$ cat src/rtl/common_pkg.sv
// common: shared core types plus the store buffer entry struct.
package common;
  localparam int n_threads = 4;
  typedef logic [31:0] pptr_t;
  typedef logic [31:0] word_t;
  typedef logic [$clog2(n_threads)-1:0] threadid_t;
  typedef struct packed {
    logic      valid;
    threadid_t thread;
    pptr_t     addr;
    word_t     data;
    logic      isbyte;
  } sb_entry_t;
endpackage

$ cat src/rtl/store_buffer_match.sv
// store_buffer_match: youngest-first word-address match over the entry array.
module store_buffer_match
  import common::*;
#(
  parameter int DEPTH = 4,
  localparam int AW = $clog2(DEPTH)
) (
  input  logic [DEPTH-1:0] valid,
  input  pptr_t            addr [DEPTH],
  input  logic [AW-1:0]    tail,
  input  pptr_t            ld_addr,
  output logic             hit,
  output logic [AW-1:0]    idx
);
  logic [AW-1:0] i;
  // Walk oldest to youngest so the youngest match is the last one written.
  always_comb begin
    hit = 1'b0;
    idx = '0;
    i = '0;
    for (int k = DEPTH; k >= 1; k--) begin
      i = tail - AW'(k);
      if (valid[i] && ((addr[i] ^ ld_addr) & ~pptr_t'(3)) == '0) begin
        hit = 1'b1;
        idx = i;
      end
    end
  end
endmodule

$ cat src/rtl/store_buffer.sv
// store_buffer: committed-store FIFO with load lookup; define STORE_BUFFER_FWD_EN
// to forward word data, otherwise every match stalls the load.
module store_buffer
  import common::*;
#(
  parameter int DEPTH = 4,
  localparam int AW = $clog2(DEPTH)
) (
  input  logic                 clk,
  input  logic                 rst,
  input  logic                 push_en,
  input  threadid_t            push_thread,
  input  pptr_t                push_addr,
  input  word_t                push_data,
  input  logic                 push_isbyte,
  output logic                 full,
  output logic                 store_en,
  output logic                 store_isbyte,
  output pptr_t                store_addr,
  output word_t                store_data,
  input  logic                 store_ack,
  input  logic                 ld_en,
  input  pptr_t                ld_addr,
  output logic                 fwd_hit,
  output word_t                fwd_data,
  output logic                 fwd_stall,
  output logic [n_threads-1:0] pending
);
  sb_entry_t ent [DEPTH];
  logic [AW-1:0] head, tail, idx;
  logic [AW:0] count;
  logic [DEPTH-1:0] evalid;
  pptr_t eaddr [DEPTH];
  logic hit, push_ok, pop;
  assign full = count == (AW+1)'(DEPTH);
  assign store_en = count != '0;
  assign store_isbyte = ent[head].isbyte;
  assign store_addr = ent[head].addr;
  assign store_data = ent[head].data;
  assign push_ok = push_en & ~full;
  assign pop = store_en & store_ack;
  always_ff @(posedge clk) begin
    if (rst) begin
      head <= '0;
      tail <= '0;
      count <= '0;
      for (int k = 0; k < DEPTH; k++) ent[k].valid <= 1'b0;
    end else begin
      if (push_ok) begin
        ent[tail] <= '{valid: 1'b1, thread: push_thread, addr: push_addr, data: push_data, isbyte: push_isbyte};
        tail <= tail + 1'b1;
      end
      if (pop) begin
        ent[head].valid <= 1'b0;
        head <= head + 1'b1;
      end
      count <= count + (AW+1)'(push_ok) - (AW+1)'(pop);
    end
  end
  always_comb begin
    pending = '0;
    for (int k = 0; k < DEPTH; k++) begin
      evalid[k] = ent[k].valid;
      eaddr[k] = ent[k].addr;
      if (ent[k].valid) pending[ent[k].thread] = 1'b1;
    end
  end
  store_buffer_match #(.DEPTH(DEPTH)) u_match (
    .valid(evalid), .addr(eaddr), .tail(tail), .ld_addr(ld_addr), .hit(hit), .idx(idx)
  );
`ifdef STORE_BUFFER_FWD_EN
  assign fwd_hit = ld_en & hit & ~ent[idx].isbyte;
  assign fwd_data = fwd_hit ? ent[idx].data : '0;
  assign fwd_stall = ld_en & hit & ent[idx].isbyte;
`else
  logic unused_idx;
  assign unused_idx = ^idx;
  assign fwd_hit = 1'b0;
  assign fwd_data = '0;
  assign fwd_stall = ld_en & hit;
`endif
endmodule

$ cat config.mk
export PLATFORM = sky130hd
export DESIGN_NAME = store_buffer
export DESIGN_NICKNAME = d
export VERILOG_FILES = /design/src/rtl/common_pkg.sv /design/src/rtl/store_buffer_match.sv /design/src/rtl/store_buffer.sv
export SDC_FILE = /design/constraint.sdc
export NUM_CORES = 1
export LEC_CHECK = 0
export ABC_AREA = 1
export BUFFER_PORTS_ARGS = -buffer_cell sky130_fd_sc_hd__buf_2
export CAP_MARGIN = 0
export CORE_MARGIN = 2
export CORE_UTILIZATION = 32
export DETAILED_ROUTE_END_ITERATION = 8
export SETUP_SLACK_MARGIN = 0.15
export SLEW_MARGIN = 30
export SYNTH_ARGS = -nofsm -noshare
export SYNTH_HDL_FRONTEND = slang
export SYNTH_SLANG_ARGS = --single-unit
$ cat constraint.sdc
create_clock -name clk -period 9 [get_ports clk]
set_input_delay 1.8 -clock clk [delete_from_list [all_inputs] [get_ports clk]]
set_output_delay 1.8 -clock clk [all_outputs]
set_load 0.01 [all_outputs]
Word level (Yosys, flattened, before mapping)
Memory sizes are Yosys's and may differ from the RTL's. A register that Yosys moved wholly into a read port is not among the register bits.
Cells that the tools add are included.
{ "word_totals": {"output_inout_bits": 105, "ram_bits": 272, "in_bits": 104, "n_memories": 1, "register_bits": 7} }
{ "classes": {"bitwise": 15, "muxes": 52, "add_sub_neg": 7, "magnitude_cmp": 16, "n_eq_ne": 1, "reduce_logical": 15} }
{ "memory_table": {"columns": ["name", "words", "word_bits", "rd", "rd_clocked_by_memory_dff", "write_ports", "line", "source"], "rows": [
  ["ent", 4, 68, 5, 1, 4, "store_buffer.sv:29", "sb_entry_t ent [DEPTH];"]
]} }
{ "ops": {"columns": ["op", "n"], "rows": [
  ["$bmux W32 S2", 4],
  ["$mux W32", 8],
  ["$mux W68", 2],
  ["$reduce_or A68 Y1", 2],
  ["$logic_not A32 Y1", 4],
  ["$xor A32 B32 Y32", 4],
  ["$lt A2 B3 Y1 const B", 8],
  ["$mux W1", 20],
  ["$mux W4", 4],
  ["$ge A3 B3 Y1 const B", 4],
  ["$mux W2", 6],
  ["$not A2 Y3", 4],
  ["$or A4 B4 Y4", 3],
  ["$bmux W1 S2", 4],
  ["$demux W1 S2", 4],
  ["$ge A2 B1 Y1 const B", 4],
  ["$logic_and A1 B1 Y1", 8],
  ["$add A2 B1 Y2 const B", 2],
  ["$sub A2 B2 Y2 const B", 2],
  ["$add A3 B1 Y3", 1],
  ["$and A1 B1 Y1", 3],
  ["$eq A3 B3 Y1 const B", 1],
  ["$reduce_bool A3 Y1", 1],
  ["$sub A3 B1 Y3", 1],
  ["2 further kinds", 2]
]} }

Longest topological paths before layout
{ "depth": {"depth_word": 12, "mapped_depth": 17, "mapped_depth_nobuf": 16} }

Cells and area by module
Synthesis repeated with hierarchy kept, for this count alone.
{ "hier_totals": {"cells_unflattened": 2228, "hier_area_um2": 17095.1} }
{ "by_module_without_submodules": {"columns": ["module", "seq_area_each_um2", "cells_each", "area_per_inst_um2", "n_inst"], "rows": [
  ["store_buffer", 8308.0, 924, 11711.2, 1],
  ["store_buffer_match", 0.0, 1304, 5383.9, 1]
]} }

Worst setup path before layout
Ideal clock, no wire load.
{ "synth_timing": {"kind": "input -> register", "from": "in push_en", "to": "mem ent[3][0] (netlist name), enable pin", "arrival_ns": 5.144, "required_time_ns": 8.508, "path_slack_ns": 3.364, "path_stages": 5, "setup_ns": 0.492, "cell_sequence": "o21ai_0 > nor2_1 > inv_2 > buf_2 > nor2_1"} }
{ "synth_lines": {"columns": ["item", "line", "source"], "rows": [
  ["start: declaration", "store_buffer.sv:11", "input logic push_en,"],
  ["end: declaration", "store_buffer.sv:29", null]
]} }

Worst setup path in the final report
{ "layout_timing": {"from": "reg tail[0]", "to": "out fwd_stall"} }
{ "layout_via": {"elab_chain_len": 12, "word_cells_on_any_way": 44} }
{ "layout_rtl": {"columns": ["item", "line", "source"], "rows": [
  ["start: declaration", "store_buffer.sv:30", "logic [AW-1:0] head, tail, idx;"],
  ["start signal: assignment", "store_buffer.sv:51", "tail <= tail + 1'b1;"],
  ["$sub A2 B2 Y2 / $not A2 Y3 (equally long branches)", "store_buffer_match.sv:22, store_buffer_match.sv:23", null],
  ["$not A2 Y3 (implied by the code) / $bmux W32 S2 (equally long branches)", "store_buffer_match.sv:23", "if (valid[i] && ((addr[i] ^ ld_addr) & ~pptr_t'(3)) == '0) begin"],
  ["$bmux W32 S2 / $mux W32 (equally long branches)", "store_buffer_match.sv:23", null],
  ["$mux W32 (implied by the code)", "store_buffer_match.sv:23", null],
  ["$mux W32 (implied by the code) / $xor A32 B32 Y32 (equally long branches)", "store_buffer_match.sv:23", null],
  ["$xor A32 B32 Y32 / $logic_not A32 Y1 (equally long branches)", "store_buffer_match.sv:23", null],
  ["$logic_not A32 Y1 / $logic_and A1 B1 Y1 (equally long branches)", "store_buffer_match.sv:23", null],
  ["$logic_and A1 B1 Y1 / $mux W1 (equally long branches)", "store_buffer_match.sv:23", null],
  ["$mux W1 (2 in a row)", "store_buffer_match.sv:23", null],
  ["$mux W1 (*)", "store_buffer_match.sv:23", null],
  ["$and A1 B1 Y1 (*)", "store_buffer.sv:80", "assign fwd_stall = ld_en & hit;"],
  ["end: declaration", "store_buffer.sv:26", "output logic fwd_stall,"]
]} }
Every way passes the cells marked *; elsewhere a longest branch is shown, timed or not. The select of a mux whose other input is x is not followed.

==> metrics.csv <==
metric;value;unit
run_status;finished, final reports clean;
endpoint_kind;output port;
initial_core_util;32.54;%
rsz0062_at_grt;no;
synthMuxAreaShare;0.1194;%
post-route-min-period;6078;ps
numClockSinks;281;
final.setup.tns;0;ps
synthesized_netlist_cell_count;2213;
synth-warning-count;0;
grt_pass1_wl;81.85;mm
largest_net_degree_at_the_start_of_global_routing;88;
layout_worst_path_cycle_share;67.53;%
timing.clock.skew;18.44;ps
multiInputGateArea;0.007064;mm2
clock.fmax;164.5;MHz
slew_viol_final;0;
fp.coreArea;0.05151;mm2
ctsLongestPathBuffers;3;
cts-buffers-inserted;30;
hpwlAfterDp;35.80;mm
totalWireLength;53.31;mm
number_of_port_buffers;173;
worst-endpoint-arrival;4280;ps
synth_compound_area_share;8.511;%
critPathMaxFanout;87;
cts_setup_buffers;0;
drtIter0Drc;1169;
finalSetupViolCount;0;
drt_first_pass_iters;6;
synthesis.area;0.01676;mm2
leading_cell_type_in_the_layout_fill_and_taps_excluded;sky130_fd_sc_hd__nand2_1;
top_level_ports;209;
top_library_cells_by_usage_in_the_layout_fill_and_taps_aside;779 x sky130_fd_sc_hd__nand2_1, 268 x sky130_fd_sc_hd__edfxtp_1, 260 x sky130_fd_sc_hd__nand3_1;
die_area;0.05422;mm2
hold_viol;0;
via_count_of_the_first_global_routing_pass;14480;
switching_share;40.13;%
gp_routability_congestion;0.8938;
ys_types;31;
p_leak;0.008600;uW
number_of_nets_in_the_layout;2435;
power_frac_comb;39.0;%
clkSlewWorstSetupHoldPaths;60;ps
cts_tree;yes;
layout.area.seq;0.008318;mm2
remaining_drc_errors;0;
fraction_of_layout_cells_with_a_size_suffix_above_1;10.74;%
synth_simple_gate_area_share;31.57;%
peakVddDrop;0.1546;mV
data_required_time_of_the_critical_path;7200;ps
cts_max_level;1;
syn_area_per_cell;7.573;um2
die_h;232.9;um
antenna_left;0;
drt-vias-per-instance;5.052;
slew_headroom;37.95;%
grt-ovfl-total;0;
seq_area_frac_synth;49.57;%
seq_power_share;34.6;%
area_delta_synth_final;13.42;%
maxCapViolCount;0;
via_count;15300;
internal_power;2812;uW
detailedPlace.worstSlack;3533;ps
post_synth_fa_ha_maj_area_fraction;0.5674;%
worstSetupPathType;reg2out;
clock-root-buffer;sky130_fd_sc_hd__clkbuf_16;
die_width;232.9;um
post_cts_sizing_count;0;
worst_slack;2922;ps
floorplan.rows;83;
share_of_power_burned_in_the_clock_network;26.4;%
holdBufCountCts;0;
worstSkewPairLatency;580;ps
cellPowerDensity;247.0;mW/mm2
crit_path_start_kind;flop;
synth_top_family_by_area;simple AND/OR/NAND/NOR gates;
route.detailed.wl_per_inst;17.60;um
ffs_latches_synth;281;
tightest_slew;928.6;ps
grtUsageTotal;19.41;%
p_switching;1884;uW
synth-xor-area-share;0.4181;%
hold_path_class;reg2reg;
antenna_violations_before_repair;17;
final.fill_count;5383;
## power groups by stage
stage                     Sequential [uW]  Clock [uW]  Combinational [uW]
final                                1620        1240                1830
after global routing                 1640        1320                2060
after CTS                            1620        1270                1840
after detailed placement             1650           0                1830
after global placement               1650           0                1800
after floorplan                      1610           0                1260
## cell families after synthesis
| family | count (synthesis) |
|---|---|
| AOI/OAI and AO/OA | 266 |
| and+or+nand+nor | 1300 |
| muxes | 2 |
| other | 1 |
| adders and majority gates | 7 |
| buffers and inverters | 348 |
| xor gates and xnor gates | 8 |
| DFF | 281 |
## cells in the mapped netlist, drive strengths merged
cell	n	area, um2
nor3	3	15.01
o31ai	3	22.52
o211ai	3	22.52
nand2	782	2940
a21oi	49	245.2
clkbuf	57	214.0
edfxtp	268	8048
or2	3	18.77
nand3	260	1301
ha	6	75.07
nand4	28	175.2
xor2	8	70.07
conb	1	3.750
o21ai	156	780.8
a221oi	1	8.760
a22oi	1	7.510
mux2i	2	20.02
o22ai	50	312.8
nor2	224	840.8
a311oi	1	8.760
fa	1	20.02
buf	85	558.0
dfxtp	13	260.3
a2bb2oi	2	17.52
inv	206	773.2
## registers in the layout, indices dropped and copies added, names as in the netlist, named ones only
register  count
tail          2
head          2
count         3
ent         272
## final cells by class
class                           instances  area share, %
Clock inverter                         20          1.132
Multi-Input combinational cell       1616          37.16
Sequential cell                       281          43.76
Timing Repair Buffer                  189          5.312
Inverter                              206          4.094
Antenna cell                            3        0.03949
Tap cell                              680          4.476
Clock buffer                           34          4.028
## per-layer routing
metal	wire length (um)	global-route usage [%]	vias to the layer above	part of all wire (%)
li1	-	-	7458	-
met1	22840	25.27	7150	43
met2	24480	32.15	572	46
met3	4445	4.571	101	8.3
met4	1408	5.434	22	2.6
met5	145	0	-	0.27
## metrics by stage
step / cell area (um2) / power (uW) / utilization (%) / hold WS [ps] / std cells
after floorplan: 16880 / 2871 / - / 502.5 / 2245
after global placement: 17990 / 3450 / 34.93 / 532.1 / 2971
after detailed placement: 17990 / 3481 / 34.93 / 554.9 / 2971
after CTS: 18970 / 4730 / 36.83 / 564.7 / 3025
after global routing: 19000 / 5014 / 36.89 / 611.2 / 3026
final: 19010 / 4696 / 36.90 / 559.3 / 3029
## path summary, 6_finish.rpt
check | startpoint | endpoint | slack [ps] | depth (start not counted)
worst max-delay path | tail[0]$_SDFFE_PP0P_ | fwd_stall | 2920 | 18
worst min register to register | head[1]$_SDFFE_PP0P_ | flop | 560 | 2
worst min-delay path | head[1]$_SDFFE_PP0P_ | flop | 560 | 2
worst max register to register | tail[0]$_SDFFE_PP0P_ | ent[2][29]$_DFFE_PP_ | 5620 | 6
## worst max-delay path, cell delays in order, from the launching register on
cell and delay (ps):
sky130_fd_sc_hd__dfxtp_4 610, sky130_fd_sc_hd__clkinv_2 130, sky130_fd_sc_hd__buf_4 560, sky130_fd_sc_hd__nand2_1 240, sky130_fd_sc_hd__nand2_2 120, sky130_fd_sc_hd__buf_4 640
sky130_fd_sc_hd__nand2_1 160, sky130_fd_sc_hd__nand3_1 200, sky130_fd_sc_hd__nand2_1 70, sky130_fd_sc_hd__inv_1 50, sky130_fd_sc_hd__nand2_1 60, sky130_fd_sc_hd__nor2_1 150
sky130_fd_sc_hd__nand2_1 130, sky130_fd_sc_hd__nor2_1 100, sky130_fd_sc_hd__nand2_1 60, sky130_fd_sc_hd__nand2_1 60, sky130_fd_sc_hd__nor2_1 90, sky130_fd_sc_hd__nor2_1 90
sky130_fd_sc_hd__buf_2 130
Power figures use the tool's default switching activity.
